**config.mk**
```make
export PLATFORM = sky130hd
export DESIGN_NAME = multicycle_ctrl_fsm
export DESIGN_NICKNAME = d
export VERILOG_FILES = /design/src/rtl/multicycle_ctrl_fsm_pkg.sv /design/src/rtl/multicycle_ctrl_fsm_imm_src_dec.sv /design/src/rtl/multicycle_ctrl_fsm.sv
export SDC_FILE = /design/constraint.sdc
export NUM_CORES = 1
export LEC_CHECK = 0
export CAP_MARGIN = 0
export CELL_PAD_IN_SITES_DETAIL_PLACEMENT = 1
export CELL_PAD_IN_SITES_GLOBAL_PLACEMENT = 1
export CORE_MARGIN = 5
export CORE_UTILIZATION = 37
export CTS_CLUSTER_DIAMETER = 60
export DETAILED_ROUTE_END_ITERATION = 12
export DONT_BUFFER_PORTS = 1
export GPL_TIMING_DRIVEN = 0
export PLACE_DENSITY_LB_ADDON = 0.08
export SKIP_LAST_GASP = 1
export SLEW_MARGIN = 15
export SYNTH_ARGS = -nofsm -noshare
export SYNTH_HDL_FRONTEND = slang
export SYNTH_SLANG_ARGS = --single-unit
```
**constraint.sdc**
```tcl
create_clock -name clk -period 1.3 [get_ports clk]
set_clock_uncertainty 0.05 [all_clocks]
set_input_delay 0.195 -clock clk [delete_from_list [all_inputs] [get_ports clk]]
set_output_delay 0.195 -clock clk [all_outputs]
set_load 0.01 [all_outputs]
```
**src/rtl/multicycle_ctrl_fsm_pkg.sv**
```systemverilog
// Shared definitions for the multicycle RV32 controller: state encoding, opcodes
// and the select/opcode encodings seen by the datapath muxes and the ALU decoder.
package ctrl_pkg;

   typedef enum logic [3:0] {
      S_FETCH    = 4'd0,
      S_DECODE   = 4'd1,
      S_MEMADR   = 4'd2,
      S_MEMREAD  = 4'd3,
      S_MEMWB    = 4'd4,
      S_MEMWRITE = 4'd5,
      S_EXECR    = 4'd6,
      S_EXECI    = 4'd7,
      S_ALUWB    = 4'd8,
      S_BEQ      = 4'd9,
      S_JAL      = 4'd10,
      S_JALR_ADR = 4'd11,
      S_JALR_JMP = 4'd12,
      S_LUI      = 4'd13,
      S_HALT     = 4'd14
   } state_t;

   localparam logic [6:0] OP_LW    = 7'b0000011;
   localparam logic [6:0] OP_SW    = 7'b0100011;
   localparam logic [6:0] OP_RTYPE = 7'b0110011;
   localparam logic [6:0] OP_IALU  = 7'b0010011;
   localparam logic [6:0] OP_BEQ   = 7'b1100011;
   localparam logic [6:0] OP_JAL   = 7'b1101111;
   localparam logic [6:0] OP_JALR  = 7'b1100111;
   localparam logic [6:0] OP_LUI   = 7'b0110111;

   localparam logic [1:0] SRCA_PC    = 2'b00;
   localparam logic [1:0] SRCA_OLDPC = 2'b01;
   localparam logic [1:0] SRCA_RD1   = 2'b10;

   localparam logic [1:0] SRCB_RD2  = 2'b00;
   localparam logic [1:0] SRCB_IMM  = 2'b01;
   localparam logic [1:0] SRCB_FOUR = 2'b10;

   localparam logic [1:0] RES_ALUOUT    = 2'b00;
   localparam logic [1:0] RES_DATA      = 2'b01;
   localparam logic [1:0] RES_ALURESULT = 2'b10;
   localparam logic [1:0] RES_IMMEXT    = 2'b11;

   localparam logic [2:0] IMM_I = 3'b000;
   localparam logic [2:0] IMM_S = 3'b001;
   localparam logic [2:0] IMM_B = 3'b010;
   localparam logic [2:0] IMM_J = 3'b011;
   localparam logic [2:0] IMM_U = 3'b100;

   localparam logic [1:0] ALUOP_ADD   = 2'b00;
   localparam logic [1:0] ALUOP_SUB   = 2'b01;
   localparam logic [1:0] ALUOP_FUNCT = 2'b10;

   function automatic logic op_is_known(input logic [6:0] op_i);
      logic known;
      case (op_i)
         OP_LW, OP_SW, OP_RTYPE, OP_IALU,
         OP_BEQ, OP_JAL, OP_JALR, OP_LUI: known = 1'b1;
         default:                         known = 1'b0;
      endcase
      return known;
   endfunction

endpackage

```
**src/rtl/multicycle_ctrl_fsm_imm_src_dec.sv**
```systemverilog
// Opcode to immediate-format decoder; shared with the single-cycle datapath.
module imm_src_dec
   import ctrl_pkg::*;
(
   input  logic [6:0] op,
   output logic [2:0] imm_src
);

   always_comb begin
      imm_src = IMM_I;
      case (op)
         OP_SW:   imm_src = IMM_S;
         OP_BEQ:  imm_src = IMM_B;
         OP_JAL:  imm_src = IMM_J;
         OP_LUI:  imm_src = IMM_U;
         default: imm_src = IMM_I;
      endcase
   end

endmodule

```
**src/rtl/multicycle_ctrl_fsm.sv**
```systemverilog
// Multicycle RV32 sequencing controller: walks each instruction through its
// fetch/decode/execute/writeback states and drives the datapath controls.
module multicycle_ctrl_fsm
   import ctrl_pkg::*;
#(
   parameter bit HAS_MEM_HANDSHAKE = 1'b1,
   parameter bit ILLEGAL_HALT      = 1'b0
) (
   input  logic       clk,
   input  logic       reset,
   input  logic [6:0] op,
   input  logic       Zero,
   input  logic       mem_ready,
   output logic       AdrSrc,
   output logic       IRWrite,
   output logic       PCWrite,
   output logic       RegWrite,
   output logic       MemWrite,
   output logic [1:0] ALUSrcA,
   output logic [1:0] ALUSrcB,
   output logic [1:0] ResultSrc,
   output logic [2:0] ImmSrc,
   output logic [1:0] ALUOp,
   output logic       retire,
   output logic       illegal_op,
   output logic       halted
);

   state_t state_q;
   state_t state_d;

   logic       mem_rdy;
   logic       adr_src;
   logic       ir_write;
   logic       pc_update;
   logic       branch;
   logic       reg_write;
   logic       mem_write;
   logic [1:0] alu_src_a;
   logic [1:0] alu_src_b;
   logic [1:0] result_src;
   logic [1:0] alu_op;
   logic       retire_raw;
   logic       illegal_raw;
   logic       halted_raw;

   assign mem_rdy = HAS_MEM_HANDSHAKE ? mem_ready : 1'b1;

   imm_src_dec u_imm_src_dec (
      .op      (op),
      .imm_src (ImmSrc)
   );

   always_ff @(posedge clk) begin
      if (reset) begin
         state_q <= S_FETCH;
      end else begin
         state_q <= state_d;
      end
   end

   always_comb begin
      state_d = state_q;
      case (state_q)
         S_FETCH: begin
            if (mem_rdy) begin
               state_d = S_DECODE;
            end
         end
         S_DECODE: begin
            case (op)
               OP_LW, OP_SW: state_d = S_MEMADR;
               OP_RTYPE:     state_d = S_EXECR;
               OP_IALU:      state_d = S_EXECI;
               OP_BEQ:       state_d = S_BEQ;
               OP_JAL:       state_d = S_JAL;
               OP_JALR:      state_d = S_JALR_ADR;
               OP_LUI:       state_d = S_LUI;
               default:      state_d = ILLEGAL_HALT ? S_HALT : S_FETCH;
            endcase
         end
         S_MEMADR: begin
            state_d = (op == OP_LW) ? S_MEMREAD : S_MEMWRITE;
         end
         S_MEMREAD: begin
            if (mem_rdy) begin
               state_d = S_MEMWB;
            end
         end
         S_MEMWB:    state_d = S_FETCH;
         S_MEMWRITE: begin
            if (mem_rdy) begin
               state_d = S_FETCH;
            end
         end
         S_EXECR:    state_d = S_ALUWB;
         S_EXECI:    state_d = S_ALUWB;
         S_ALUWB:    state_d = S_FETCH;
         S_BEQ:      state_d = S_FETCH;
         S_JAL:      state_d = S_ALUWB;
         S_JALR_ADR: state_d = S_JALR_JMP;
         S_JALR_JMP: state_d = S_ALUWB;
         S_LUI:      state_d = S_FETCH;
         S_HALT:     state_d = S_HALT;
         default:    state_d = S_FETCH;
      endcase
   end

   // Moore decode; only the FETCH and MEMWRITE enables also look at mem_ready.
   always_comb begin
      adr_src     = 1'b0;
      ir_write    = 1'b0;
      pc_update   = 1'b0;
      branch      = 1'b0;
      reg_write   = 1'b0;
      mem_write   = 1'b0;
      alu_src_a   = SRCA_PC;
      alu_src_b   = SRCB_RD2;
      result_src  = RES_ALUOUT;
      alu_op      = ALUOP_ADD;
      retire_raw  = 1'b0;
      illegal_raw = 1'b0;
      halted_raw  = 1'b0;
      case (state_q)
         S_FETCH: begin
            alu_src_b  = SRCB_FOUR;
            result_src = RES_ALURESULT;
            ir_write   = mem_rdy;
            pc_update  = mem_rdy;
         end
         S_DECODE: begin
            alu_src_a   = SRCA_OLDPC;
            alu_src_b   = SRCB_IMM;
            illegal_raw = ~op_is_known(op);
         end
         S_MEMADR: begin
            alu_src_a = SRCA_RD1;
            alu_src_b = SRCB_IMM;
         end
         S_MEMREAD: begin
            adr_src = 1'b1;
         end
         S_MEMWB: begin
            result_src = RES_DATA;
            reg_write  = 1'b1;
            retire_raw = 1'b1;
         end
         S_MEMWRITE: begin
            adr_src    = 1'b1;
            mem_write  = 1'b1;
            retire_raw = mem_rdy;
         end
         S_EXECR: begin
            alu_src_a = SRCA_RD1;
            alu_op    = ALUOP_FUNCT;
         end
         S_EXECI: begin
            alu_src_a = SRCA_RD1;
            alu_src_b = SRCB_IMM;
            alu_op    = ALUOP_FUNCT;
         end
         S_ALUWB: begin
            reg_write  = 1'b1;
            retire_raw = 1'b1;
         end
         S_BEQ: begin
            alu_src_a  = SRCA_RD1;
            alu_op     = ALUOP_SUB;
            branch     = 1'b1;
            retire_raw = 1'b1;
         end
         S_JAL: begin
            alu_src_a = SRCA_OLDPC;
            alu_src_b = SRCB_FOUR;
            pc_update = 1'b1;
         end
         S_JALR_ADR: begin
            alu_src_a = SRCA_RD1;
            alu_src_b = SRCB_IMM;
         end
         S_JALR_JMP: begin
            alu_src_a = SRCA_OLDPC;
            alu_src_b = SRCB_FOUR;
            pc_update = 1'b1;
         end
         S_LUI: begin
            result_src = RES_IMMEXT;
            reg_write  = 1'b1;
            retire_raw = 1'b1;
         end
         S_HALT: begin
            halted_raw = 1'b1;
         end
         default: begin
            halted_raw = 1'b0;
         end
      endcase
   end

   // Write enables and pulses are suppressed for the whole reset cycle so an
   // abandoned instruction can never commit anything.
   assign AdrSrc     = adr_src;
   assign IRWrite    = ir_write & ~reset;
   assign PCWrite    = ((branch & Zero) | pc_update) & ~reset;
   assign RegWrite   = reg_write & ~reset;
   assign MemWrite   = mem_write & ~reset;
   assign ALUSrcA    = alu_src_a;
   assign ALUSrcB    = alu_src_b;
   assign ResultSrc  = result_src;
   assign ALUOp      = alu_op;
   assign retire     = retire_raw & ~reset;
   assign illegal_op = illegal_raw & ~reset;
   assign halted     = halted_raw;

endmodule

```
==> results of run 1 <==
## cell families after synthesis
group	count (synthesis)	share of synthesized area
compound gates	32	0.306
xor+xnor	4	0.0476
buf+inv	16	0.111
flops	4	0.109
mux	2	0.0272
simple gates	47	0.400
## repair_timing
item | 4_1_cts
gates cloned | 2
pin swaps | 13
endpoints found under the setup margin | 21
setup buffers | 18
gates resized for setup | 34
## synthesized netlist by cell type (2+ instances only)
master and n:
sky130_fd_sc_hd__or3_1 3, sky130_fd_sc_hd__xnor2_1 2, sky130_fd_sc_hd__buf_4 2, sky130_fd_sc_hd__nor2_1 7
sky130_fd_sc_hd__buf_2 5, sky130_fd_sc_hd__o2111ai_1 2, sky130_fd_sc_hd__mux2i_1 2, sky130_fd_sc_hd__nor4_1 3
sky130_fd_sc_hd__nand3b_1 4, sky130_fd_sc_hd__a21oi_1 9, sky130_fd_sc_hd__inv_1 6, sky130_fd_sc_hd__nor3b_1 3
sky130_fd_sc_hd__o21ai_1 3, sky130_fd_sc_hd__nand2_1 7, sky130_fd_sc_hd__o31ai_1 2, sky130_fd_sc_hd__nor3_1 4
sky130_fd_sc_hd__xor2_1 2, sky130_fd_sc_hd__o21ai_0 3, sky130_fd_sc_hd__dfxtp_1 4, sky130_fd_sc_hd__nor2b_1 2
sky130_fd_sc_hd__nor3_2 2, sky130_fd_sc_hd__nand2b_1 4
## through the flow
step	setup WS, ns	TNS (ns)	hold WS [ns]
4_1_cts	-0.422	-4.83	0.101
2_1_floorplan	-0.0554	-0.168	0.301
3_5_place_dp	-0.268	-2.12	0.348
3_3_place_gp	-0.243	-1.63	0.338
==> reports/summary.json, run 1 <==
{
  "edff_count_synth": {"value": 0},
  "post_synth_num_cell_types": {"value": 46},
  "total_of_flip_flops_plus_latches_after_synthesis": {"value": 4},
  "clock-root-buffer": {"value": "sky130_fd_sc_hd__clkbuf_4"},
  "mean_syn_cell_area": {"value": 7.01, "unit": "sq um"},
  "synthesis.yosys.warnings": {"value": 0},
  "fp.dieW": {"value": 54.6, "unit": "microns"},
  "h-tree-depth": {"value": 1},
  "synth_area_leader_cell": {"value": "sky130_fd_sc_hd__dfxtp_1"},
  "synth.top_cell.area_share": {"value": 0.109},
  "gpl_congestion": {"value": 0.798},
  "worstEndpointGrtRepair": {"value": "PCWrite"},
  "synth_area_leaders": {"value": "sky130_fd_sc_hd__dfxtp_1 11%, sky130_fd_sc_hd__a21oi_1 6.1%, sky130_fd_sc_hd__nand3b_1 4.1%"},
  "dpl_cell_area": {"value": 887, "unit": "sq um"},
  "place_inst": {"value": 132},
  "synthesized_netlist_net_count": {"value": 116},
  "portBuffers": {"value": 0},
  "tritoncts_num_sinks": {"value": 4},
  "worst-endpoint-pin-kind": {"value": "output port"},
  "ys.flop_type": {"value": "sky130_fd_sc_hd__dfxtp_1"},
  "antenna_found_initial": {"value": 0},
  "ctsHoldBuffers": {"value": 0},
  "place.detailed.hpwl": {"value": 1.90, "unit": "mm"},
  "error_message": {"value": "[ERROR DPL-0033] detailed placement checks failed during check placement."},
  "largest_net_degree_at_the_start_of_global_routing": {"value": 11},
  "synthCells": {"value": 105},
  "synthesis.area": {"value": 736, "unit": "sq um"},
  "synth_seq_area_share": {"value": 0.109},
  "status": {"value": "stopped before the end"},
  "design.portCount": {"value": 30},
  "cts_made_buffers": {"value": 3},
  "die_y": {"value": 54.6, "unit": "microns"},
  "stop_stage": {"value": "global routing"},
  "floorplan.initialDensity": {"value": 0.383},
  "num_rows": {"value": 16},
  "async_set_or_reset_flop_fraction_in_the_synthesized_netlist": {"value": 0},
  "clock_tree.buffer_depth": {"value": 2}
}
==> run 2: changes to the inputs <==
- CELL_PAD_IN_SITES_DETAIL_PLACEMENT: 1 -> not set
- CELL_PAD_IN_SITES_GLOBAL_PLACEMENT: 1 -> not set
- CORE_AREA: not set -> 5 5 66 68
- CORE_MARGIN: 5 -> not set
- CORE_UTILIZATION: 37 -> not set
- CTS_CLUSTER_DIAMETER: 60 -> not set
- DIE_AREA: not set -> 0 0 71 73
- PLACE_DENSITY_LB_ADDON: 0.08 -> 0.15
- clock period: 1.3 -> 1.7 ns (I/O delays scaled with it)
==> run 2 against run 1 <==
Net effect: area after synthesis is the same; synthesized cell count did not move; the run now ends clean.
==> reports/summary.json, run 2 <==
{
  "status": {"value": "complete, no violations"},
  "hp-class": {"value": "input pin to flop"},
  "num-nets-final": {"value": 130},
  "synthesized_netlist_net_count": {"value": 116},
  "antenna_cells": {"value": 0},
  "areaGrowthSynthToFinish": {"value": 52.0, "unit": "%"},
  "r2r_slack": {"value": 0.15, "unit": "ns"},
  "fp.dieW": {"value": 71, "unit": "microns"},
  "groute.layer.met1.usage": {"value": 0.129},
  "postLayoutCoreUtil": {"value": 0.294},
  "slew_headroom": {"value": 0.533},
  "synthesis.area": {"value": 736, "unit": "sq um"},
  "tritoncts_num_sinks": {"value": 4},
  "final_layout_size_suffix_gt1_frac": {"value": 0.419},
  "hold_violations": {"value": 0},
  "clk_pin_slew_worst_paths": {"value": 0.03, "unit": "ns"},
  "synth_area_leaders": {"value": "sky130_fd_sc_hd__dfxtp_1 11%, sky130_fd_sc_hd__a21oi_1 6.1%, sky130_fd_sc_hd__nand3b_1 4.1%"},
  "worst-setup-path-type": {"value": "flop to primary output"},
  "report.final.setup_viol": {"value": 0},
  "clock.fmax": {"value": 602, "unit": "MHz"},
  "synthCells": {"value": 105},
  "edff_count_synth": {"value": 0},
  "grt_setup_unrepaired": {"value": "yes"},
  "pwr_density_cell": {"value": 374, "unit": "nW/um^2"},
  "clock_tree.buffer_depth": {"value": 2},
  "die_y": {"value": 73, "unit": "microns"},
  "final_cell_mix": {"value": "9 x sky130_fd_sc_hd__buf_4, 7 x sky130_fd_sc_hd__a21oi_1, 6 x sky130_fd_sc_hd__inv_1, 6 x sky130_fd_sc_hd__nand2_1, 5 x sky130_fd_sc_hd__buf_6"},
  "detailedRoute.firstPassIterationCount": {"value": 4},
  "timing.critical_path.to_type": {"value": "primary output"},
  "slew_at_the_pin_with_the_worst_max_slew_slack": {"value": 0.701, "unit": "ns"},
  "floorplan.initialDensity": {"value": 0.194},
  "final_antenna_net_count": {"value": 0},
  "mean_syn_cell_area": {"value": 7.01, "unit": "sq um"},
  "largest-register": {"value": "state_q"},
  "fin_crit_sh": {"value": 0.977},
  "antenna_found_initial": {"value": 0},
  "maxCapViolCount": {"value": 0},
  "core_area": {"value": 3800, "unit": "sq um"},
  "drt_iter0_markers": {"value": 32},
  "synthesis.yosys.warnings": {"value": 0},
  "routedWlPerCell": {"value": 15.6, "unit": "microns"},
  "top_regs": {"value": "state_q: 4 flops"},
  "largest_register_ffs": {"value": 4},
  "worst_ep_arrival_time": {"value": 1.36, "unit": "ns"},
  "cts_made_buffers": {"value": 3},
  "clock-root-buffer": {"value": "sky130_fd_sc_hd__clkbuf_8"},
  "timing.hold.worst_endpoint": {"value": "state_q[2]$_SDFFE_PP0P_"},
  "vias": {"value": 847},
  "rr_worst_depth": {"value": 6},
  "timing.rr.end": {"value": "state_q[2]$_SDFFE_PP0P_"},
  "cts_tree": {"value": "built"},
  "num_rows": {"value": 23},
  "routed_wirelength": {"value": 2.61, "unit": "mm"},
  "post-layout-total-power": {"value": 418, "unit": "uW"},
  "number_of_cells_on_the_worst_hold_path": {"value": 2},
  "post-route-min-period": {"value": 1.66, "unit": "ns"},
  "async_set_or_reset_flop_fraction_in_the_synthesized_netlist": {"value": 0},
  "maximum_vdd_ir_drop": {"value": 0.000195, "unit": "V"},
  "start_kind": {"value": "flop"},
  "synth_area_leader_cell": {"value": "sky130_fd_sc_hd__dfxtp_1"},
  "vias_in_the_first_global_route": {"value": 815},
  "total_of_flip_flops_plus_latches_after_synthesis": {"value": 4},
  "critical_path.reg2reg.startpoint": {"value": "state_q[2]$_SDFFE_PP0P_"},
  "crit_fanout": {"value": 8},
  "synth_common_cells": {"value": "9 x sky130_fd_sc_hd__a21oi_1, 7 x sky130_fd_sc_hd__nand2_1, 7 x sky130_fd_sc_hd__nor2_1"},
  "place.detailed.hpwl": {"value": 1.87, "unit": "mm"},
  "total_leakage_power": {"value": 0.000374, "unit": "uW"},
  "synth.top_cell.area_share": {"value": 0.109},
  "fin_tns_setup": {"value": 0, "unit": "ns"},
  "floorplan.die_area": {"value": 5180, "unit": "sq um"},
  "largest_net_degree_at_the_start_of_global_routing": {"value": 11},
  "yosysMostFrequentCell": {"value": "sky130_fd_sc_hd__a21oi_1"},
  "layout_commonest_cell": {"value": "sky130_fd_sc_hd__buf_4"},
  "grt_busiest_layer": {"value": "met2"},
  "timing.hold.worst.start": {"value": "op[4]"},
  "slew_viol_final": {"value": 0},
  "gpl_congestion": {"value": 0.771},
  "portBuffers": {"value": 0},
  "viasPerCell": {"value": 5.07},
  "grt_first_pass_wirelength": {"value": 4.13, "unit": "mm"},
  "holdWs": {"value": 0.188, "unit": "ns"},
  "global_route.usage.total": {"value": 0.0976},
  "use_met3": {"value": 0.0303},
  "grt_use_met2": {"value": 0.158},
  "synth_seq_area_share": {"value": 0.109},
  "globalRouteOverflowTotal": {"value": 0},
  "ys.flop_type": {"value": "sky130_fd_sc_hd__dfxtp_1"},
  "cp.required": {"value": 1.39, "unit": "ns"},
  "clock_latency": {"value": 0.21, "unit": "ns"},
  "post_synth_num_cell_types": {"value": 46},
  "drc": {"value": 0},
  "design.portCount": {"value": 30},
  "h-tree-depth": {"value": 1}
}
[run 2: cell counts after synthesis]
Identical to the previous run, type by type.
[run 2: cell type report]
class                      count  area [sq um]
clock buffer                   3          41.3
tap                           50          62.6
sequential                     4          85.1
multi-input combinational     85           721
buffer                        10           115
inverter                       6          22.5
fill                         426          2680
timing repair buffer           9          71.3
[run 2: worst max-delay path: stages (launching register included)]
cell and delay (ns):
sky130_fd_sc_hd__dfxtp_2 0.33, sky130_fd_sc_hd__buf_8 0.14, sky130_fd_sc_hd__buf_8 0.12, sky130_fd_sc_hd__or3_4 0.37
sky130_fd_sc_hd__a21oi_4 0.18
[run 2: worst max path at each step]
stage               cells after the start      endpoint               startpoint
floorplan                               5       PCWrite  state_q[0]$_SDFFE_PP0P_
detailed placement                      4        retire  state_q[2]$_SDFFE_PP0P_
global placement                        4        retire  state_q[2]$_SDFFE_PP0P_
global route                            5    ALUSrcB[1]  state_q[1]$_SDFFE_PP0P_
finish                                  4  ResultSrc[1]  state_q[2]$_SDFFE_PP0P_
CTS                                     6       PCWrite  state_q[0]$_SDFFE_PP0P_
[run 2: kinds of logic (layout without fill, tap and decap cells)]
family / count (synthesis) / after routing / synth area share
AND/OR/NAND/NOR: 47 / 47 / 0.400
AO/OA/AOI/OAI: 32 / 32 / 0.306
buffers and inverters: 16 / 28 / 0.111
XOR/XNOR: 4 / 4 / 0.0476
flip-flops: 4 / 4 / 0.109
multiplexers: 2 / 2 / 0.0272
[run 2: per-layer routing]
layer / wire length (microns) / up-vias
li1: - / 419
met1: 1220 / 405
met2: 1240 / 23
met3: 143 / 0
met4: 0 / 0
met5: 0 / -
[run 2: power by group]
group	total, uW	switching (uW)	internal [uW]	leakage (uW)
Sequential	100	3.77	96.2	0.0000336
Clock	194	43.5	150	0.0000216
Combinational	124	67.1	56.9	0.000319
[run 2: stage by stage]
stage / std cells / setup WS [ns] / cell area [sq um]
after floorplan: 105 / 0.0817 / 737
after global placement: 155 / -0.143 / 800
after detailed placement: 155 / -0.134 / 800
after CTS: 165 / -0.0164 / 1040
after global routing: 167 / -0.0178 / 1120
final: 167 / 0.0389 / 1120
[run 2: what timing repair did]
action | 4_1_cts | 5_1_grt
setup endpoints to repair | 13 | 9
pin swaps | 6 | 8
resized for setup | 36 | 13
hold endpoints to repair | 0 | 0
hold buffers | 0 | 0
setup buffers | 7 | 3
Power figures use the tool's default switching activity.
==> run 3: changes to the inputs <==
- SETUP_SLACK_MARGIN: not set -> 0.1
==> run 3 against run 2 <==
Net effect: wire length grew 9.9%; count of clock-buffer cells in the layout unchanged; clock power is essentially flat; flip-flop and latch count did not move; sequential power is essentially flat; non-clock buffer count rose by 4; critical path depth unchanged; setup slack got worse by 0.027 ns; largest cell class unchanged; largest power group unchanged; highest routed layer unchanged.
==> reports/summary.json, run 3 (synthesis gave the netlist of run 2 again) <==
{
  "rr_worst_depth": {"value": 6},
  "drc": {"value": 0},
  "place.detailed.hpwl": {"value": 1.89, "unit": "mm"},
  "total_leakage_power": {"value": 0.000416, "unit": "uW"},
  "cp.required": {"value": 1.39, "unit": "ns"},
  "finalWorstSetupSlack": {"value": 0.0121, "unit": "ns"},
  "postLayoutCoreUtil": {"value": 0.324},
  "detailedRoute.firstPassIterationCount": {"value": 4},
  "vias": {"value": 886},
  "largest_net_degree_at_the_start_of_global_routing": {"value": 11},
  "largest-register": {"value": "state_q"},
  "start_kind": {"value": "flop"},
  "place_inst": {"value": 155},
  "layout_commonest_cell": {"value": "sky130_fd_sc_hd__buf_4"},
  "grt_setup_unrepaired": {"value": "yes"},
  "globalRouteOverflowTotal": {"value": 0},
  "routedWlPerCell": {"value": 16.7, "unit": "microns"},
  "slew_at_the_pin_with_the_worst_max_slew_slack": {"value": 0.688, "unit": "ns"},
  "slew_headroom": {"value": 0.541},
  "number_of_cells_on_the_worst_hold_path": {"value": 2},
  "final_antenna_net_count": {"value": 0},
  "maximum_vdd_ir_drop": {"value": 0.000188, "unit": "V"},
  "core_area": {"value": 3800, "unit": "sq um"},
  "report.final.setup_viol": {"value": 0},
  "largest_register_ffs": {"value": 4},
  "holdWs": {"value": 0.191, "unit": "ns"},
  "num_rows": {"value": 23},
  "routed_wirelength": {"value": 2.86, "unit": "mm"},
  "instances_no_fill": {"value": 171},
  "top_regs": {"value": "state_q: 4 flops"},
  "final_cell_mix": {"value": "11 x sky130_fd_sc_hd__buf_4, 6 x sky130_fd_sc_hd__inv_1, 6 x sky130_fd_sc_hd__nand2_1, 5 x sky130_fd_sc_hd__buf_6, 5 x sky130_fd_sc_hd__a21oi_1"},
  "fin_crit_sh": {"value": 0.993},
  "clock-root-buffer": {"value": "sky130_fd_sc_hd__clkbuf_8"},
  "cts_tree": {"value": "built"},
  "clock_latency": {"value": 0.21, "unit": "ns"},
  "dpl_worst_slack": {"value": -0.130, "unit": "ns"},
  "crit_fanout": {"value": 6},
  "grt_first_pass_wirelength": {"value": 4.51, "unit": "mm"},
  "timing.critical_path.to_type": {"value": "primary output"},
  "global_route.usage.total": {"value": 0.107},
  "hp-class": {"value": "input pin to flop"},
  "viasPerCell": {"value": 5.18},
  "clock.fmax": {"value": 592, "unit": "MHz"},
  "cts_made_buffers": {"value": 3},
  "portBuffers": {"value": 0},
  "areaGrowthSynthToFinish": {"value": 67.3, "unit": "%"},
  "worst-setup-path-type": {"value": "flop to primary output"},
  "vias_in_the_first_global_route": {"value": 893},
  "antenna_cells": {"value": 0},
  "maxCapViolCount": {"value": 0},
  "h-tree-depth": {"value": 1},
  "post-route-min-period": {"value": 1.69, "unit": "ns"},
  "num-nets-final": {"value": 134},
  "drt_iter0_markers": {"value": 41},
  "tritoncts_num_sinks": {"value": 4},
  "filler_cell_count": {"value": 419},
  "dpl_cell_area": {"value": 806, "unit": "sq um"},
  "floorplan.die_area": {"value": 5180, "unit": "sq um"},
  "design.portCount": {"value": 30},
  "fp.dieW": {"value": 71, "unit": "microns"},
  "hold_violations": {"value": 0},
  "clock_tree.buffer_depth": {"value": 2},
  "antenna_found_initial": {"value": 0},
  "status": {"value": "complete, no violations"},
  "die_y": {"value": 73, "unit": "microns"},
  "floorplan.initialDensity": {"value": 0.194},
  "pwr_density_cell": {"value": 355, "unit": "nW/um^2"},
  "clk_pin_slew_worst_paths": {"value": 0.03, "unit": "ns"},
  "worst_ep_arrival_time": {"value": 1.38, "unit": "ns"},
  "gpl_congestion": {"value": 0.763},
  "slew_viol_final": {"value": 0},
  "final_design_instance_area_without_fill": {"value": 1230, "unit": "sq um"},
  "ctsHoldBuffers": {"value": 0},
  "final_layout_size_suffix_gt1_frac": {"value": 0.512}
}
==> run 3: changes by cell type in the layout (fill, tap and decap cells not counted), sizes merged <==
cell,before,now
buf,18,22
==> run 3: worst max-delay path, cell delays in order (launching register included) <==
cell and delay (ns):
sky130_fd_sc_hd__dfxtp_4 0.36, sky130_fd_sc_hd__buf_8 0.13, sky130_fd_sc_hd__buf_12 0.12, sky130_fd_sc_hd__or3_4 0.37, sky130_fd_sc_hd__a21oi_4 0.19
==> run 3: report_power, final <==
| group | leakage [uW] | total (uW) | internal (uW) | switching [uW] |
|---|---|---|---|---|
| sequential | 0.0000341 | 100 | 96.2 | 3.83 |
| combinational | 0.000360 | 144 | 68.5 | 75.5 |
| clock | 0.0000216 | 192 | 150 | 42.1 |
==> run 3: final timing paths <==
| path | start | to | slack, ns |
|---|---|---|---|
| max reg2reg | state_q[2]$_SDFFE_PP0P_ | state_q[2]$_SDFFE_PP0P_ | 0.14 |
| min reg2reg | state_q[3]$_SDFFE_PP0P_ | state_q[2]$_SDFFE_PP0P_ | 0.77 |
| max | state_q[0]$_SDFFE_PP0P_ | ResultSrc[1] | 0.01 |
| min | op[4] | state_q[2]$_SDFFE_PP0P_ | 0.19 |
==> run 3: repair_timing <==
| action | 4_1_cts | 5_1_grt |
|---|---|---|
| gates resized for setup | 51 | 11 |
| pin swaps | 12 | 7 |
| setup buffers | 6 | 7 |
| setup endpoints to repair | 16 | 14 |
==> run 3: final cells by class <==
cell class / count / area, sq um / area share
multi-input cells: 85 / 782 / 0.635
plain buffers: 10 / 123 / 0.0996
repair buffers: 13 / 114 / 0.0925
flip-flops and latches: 4 / 86.3 / 0.0701
well taps: 50 / 62.6 / 0.0508
clock buffers: 3 / 41.3 / 0.0335
inverters: 6 / 22.5 / 0.0183
==> run 3: stage by stage <==
step | TNS (ns) | total power (uW)
CTS | -0.0288 | 428
global route | -0.0368 | 467
finish | 0 | 436
floorplan | 0 | 170
detailed placement | -0.242 | 187
global placement | -0.287 | 187
==> run 3: metal layers <==
metal  share of wire  track usage  up-vias  wire [microns]
li1                -            -      429               -
met1            0.45        0.144      432            1300
met2            0.50        0.171       25            1420
met3           0.049       0.0275        0             140
met4               0       0.0251        0               0
met5               0            0        -               0
==> run 4: changes to the inputs <==
- CORE_AREA: 5 5 66 68 -> 2 2 63 65
- DIE_AREA: 0 0 71 73 -> 0 0 65 67
==> run 4 against run 3 <==
Net effect: final cell count down 2.3%; register-to-register slack worse by 0.02 ns; combinational power down 12%; highest routed layer is now met4; critical path depth unchanged; first-iteration DRC count down 15%; hold slack better by 0.023 ns; largest power group unchanged; die area down 16%; non-clock buffer count down 2; core utilization up 0.93 points; count of clock-buffer cells in the layout unchanged.
==> reports/summary.json, run 4 (synthesis gave the netlist of run 2 again) <==
{
  "gpl_congestion": {"value": 0.725},
  "status": {"value": "complete, no violations"},
  "total_leakage_power": {"value": 0.000397, "unit": "uW"},
  "fin_crit_sh": {"value": 0.990},
  "detailedRoute.firstPassIterationCount": {"value": 4},
  "start_kind": {"value": "flop"},
  "cp_top_family": {"value": "flip-flops"},
  "fp.dieW": {"value": 65, "unit": "microns"},
  "clk_pin_slew_worst_paths": {"value": 0.03, "unit": "ns"},
  "grt_first_pass_wirelength": {"value": 4.05, "unit": "mm"},
  "slew_viol_final": {"value": 0},
  "timing.critical_path.to_type": {"value": "primary output"},
  "final_layout_size_suffix_gt1_frac": {"value": 0.504},
  "tritoncts_num_sinks": {"value": 4},
  "filler_cell_count": {"value": 367},
  "cp_cell_sequence": {"value": "buf_6, buf_4, or3_4, a21oi_4"},
  "vias_in_the_first_global_route": {"value": 825},
  "grt_setup_unrepaired": {"value": "yes"},
  "crit_fanout": {"value": 7},
  "design.portCount": {"value": 30},
  "post-route-min-period": {"value": 1.68, "unit": "ns"},
  "num-nets-final": {"value": 132},
  "pwr_density_cell": {"value": 348, "unit": "nW/um^2"},
  "place_inst": {"value": 153},
  "final_cell_mix": {"value": "7 x sky130_fd_sc_hd__buf_6, 7 x sky130_fd_sc_hd__buf_4, 6 x sky130_fd_sc_hd__nand2_1, 5 x sky130_fd_sc_hd__inv_1, 5 x sky130_fd_sc_hd__a21oi_1"},
  "clock_tree.buffer_depth": {"value": 2},
  "h-tree-depth": {"value": 1},
  "report.final.setup_viol": {"value": 0},
  "floorplan.die_area": {"value": 4360, "unit": "sq um"},
  "die_y": {"value": 67, "unit": "microns"},
  "num_rows": {"value": 22},
  "pwr-share-comb": {"value": 0.304},
  "clock-root-buffer": {"value": "sky130_fd_sc_hd__clkbuf_8"},
  "instances_no_fill": {"value": 167},
  "critPathMaxStageDelay": {"value": 0.36, "unit": "ns"},
  "post-layout-total-power": {"value": 419, "unit": "uW"},
  "antenna_found_initial": {"value": 0},
  "largest_register_ffs": {"value": 4},
  "maximum_vdd_ir_drop": {"value": 0.000258, "unit": "V"},
  "switching_share": {"value": 0.279},
  "sequential_power_share": {"value": 0.236},
  "hold_violations": {"value": 0},
  "top_regs": {"value": "state_q: 4 flops"},
  "finalWorstSetupSlack": {"value": 0.0168, "unit": "ns"},
  "drc": {"value": 0},
  "portBuffers": {"value": 0},
  "power.share.clock": {"value": 0.460},
  "dpl_worst_slack": {"value": -0.111, "unit": "ns"},
  "largest_net_degree_at_the_start_of_global_routing": {"value": 11},
  "cp.required": {"value": 1.39, "unit": "ns"},
  "cpMaxStageDelayCell": {"value": "sky130_fd_sc_hd__dfxtp_4"},
  "hp-class": {"value": "input pin to flop"},
  "core_area": {"value": 3610, "unit": "sq um"},
  "clock_latency": {"value": 0.21, "unit": "ns"},
  "cts_made_buffers": {"value": 3},
  "routedWlPerCell": {"value": 16.7, "unit": "microns"},
  "worst-setup-path-type": {"value": "flop to primary output"},
  "switchingPower": {"value": 117, "unit": "uW"},
  "cts_tree": {"value": "built"},
  "largest-register": {"value": "state_q"},
  "antenna_cells": {"value": 0},
  "viasPerCell": {"value": 5.40},
  "routed_wirelength": {"value": 2.78, "unit": "mm"},
  "maxCapViolCount": {"value": 0},
  "slew_headroom": {"value": 0.514},
  "global_route.usage.total": {"value": 0.120},
  "final_antenna_net_count": {"value": 0},
  "areaGrowthSynthToFinish": {"value": 63.4, "unit": "%"},
  "slew_at_the_pin_with_the_worst_max_slew_slack": {"value": 0.729, "unit": "ns"},
  "worst_ep_arrival_time": {"value": 1.38, "unit": "ns"},
  "cell_internal_pwr": {"value": 302, "unit": "uW"},
  "clock.fmax": {"value": 594, "unit": "MHz"},
  "worst-path-buf-inv": {"value": 2},
  "floorplan.initialDensity": {"value": 0.204},
  "globalRouteOverflowTotal": {"value": 0},
  "vias": {"value": 901},
  "place.detailed.hpwl": {"value": 1.75, "unit": "mm"},
  "drt_iter0_markers": {"value": 35}
}
## run 4: stage by stage
stage	instance area (sq um)	hold WS, ns	setup TNS, ns	utilization
2_1_floorplan	743	0.368	0	-
3_3_place_gp	803	0.433	-0.276	0.223
3_5_place_dp	803	0.438	-0.217	0.223
4_1_cts	1070	0.209	-0.0284	0.297
5_1_grt	1200	0.216	-0.102	0.333
6_report	1200	0.214	0	0.333
## run 4: path summary, 6_finish.rpt
kind | startpoint | to | slack, ns | cells after the start
setup / recovery | state_q[0]$_SDFFE_PP0P_ | ResultSrc[1] | 0.02 | 4
hold / removal | op[4] | state_q[2]$_SDFFE_PP0P_ | 0.21 | 2
setup reg to reg | state_q[2]$_SDFFE_PP0P_ | state_q[2]$_SDFFE_PP0P_ | 0.12 | 6
hold reg to reg | state_q[0]$_SDFFE_PP0P_ | state_q[3]$_SDFFE_PP0P_ | 0.71 | 4
## run 4: timing repair
| item | in CTS | in global routing |
|---|---|---|
| setup buffers | 6 | 4 |
| pin swaps | 12 | 11 |
| endpoints found under the setup margin | 16 | 14 |
| cloned | 0 | 1 |
| hold buffers | 0 | 0 |
| gates resized for setup | 43 | 19 |
## run 4: area by class of cell
class,instances,area (sq um),share of cell area
buffer,10,119,0.0989
clock buffer,3,41.3,0.0343
inverter,6,22.5,0.0187
multi-input combinational,85,771,0.641
sequential,4,88.8,0.0739
tap,48,60.1,0.0499
timing repair buffer,11,100,0.0832
## run 4: power groups by stage
stage,sequential [uW],clock [uW],combinational (uW)
2_1_floorplan,99.5,0,71.0
3_3_place_gp,100,0,86.6
3_5_place_dp,100,0,85.9
4_1_cts,99.8,201,114
5_1_grt,98.9,206,137
6_report,98.6,193,127
## run 4: routing by layer
layer / vias up / routed length (microns) / GRT usage
met5: - / 0 / 0
met4: 0 / 15 / 0.0239
met3: 2 / 124 / 0.0287
met2: 30 / 1440 / 0.202
met1: 445 / 1210 / 0.154
li1: 424 / - / -
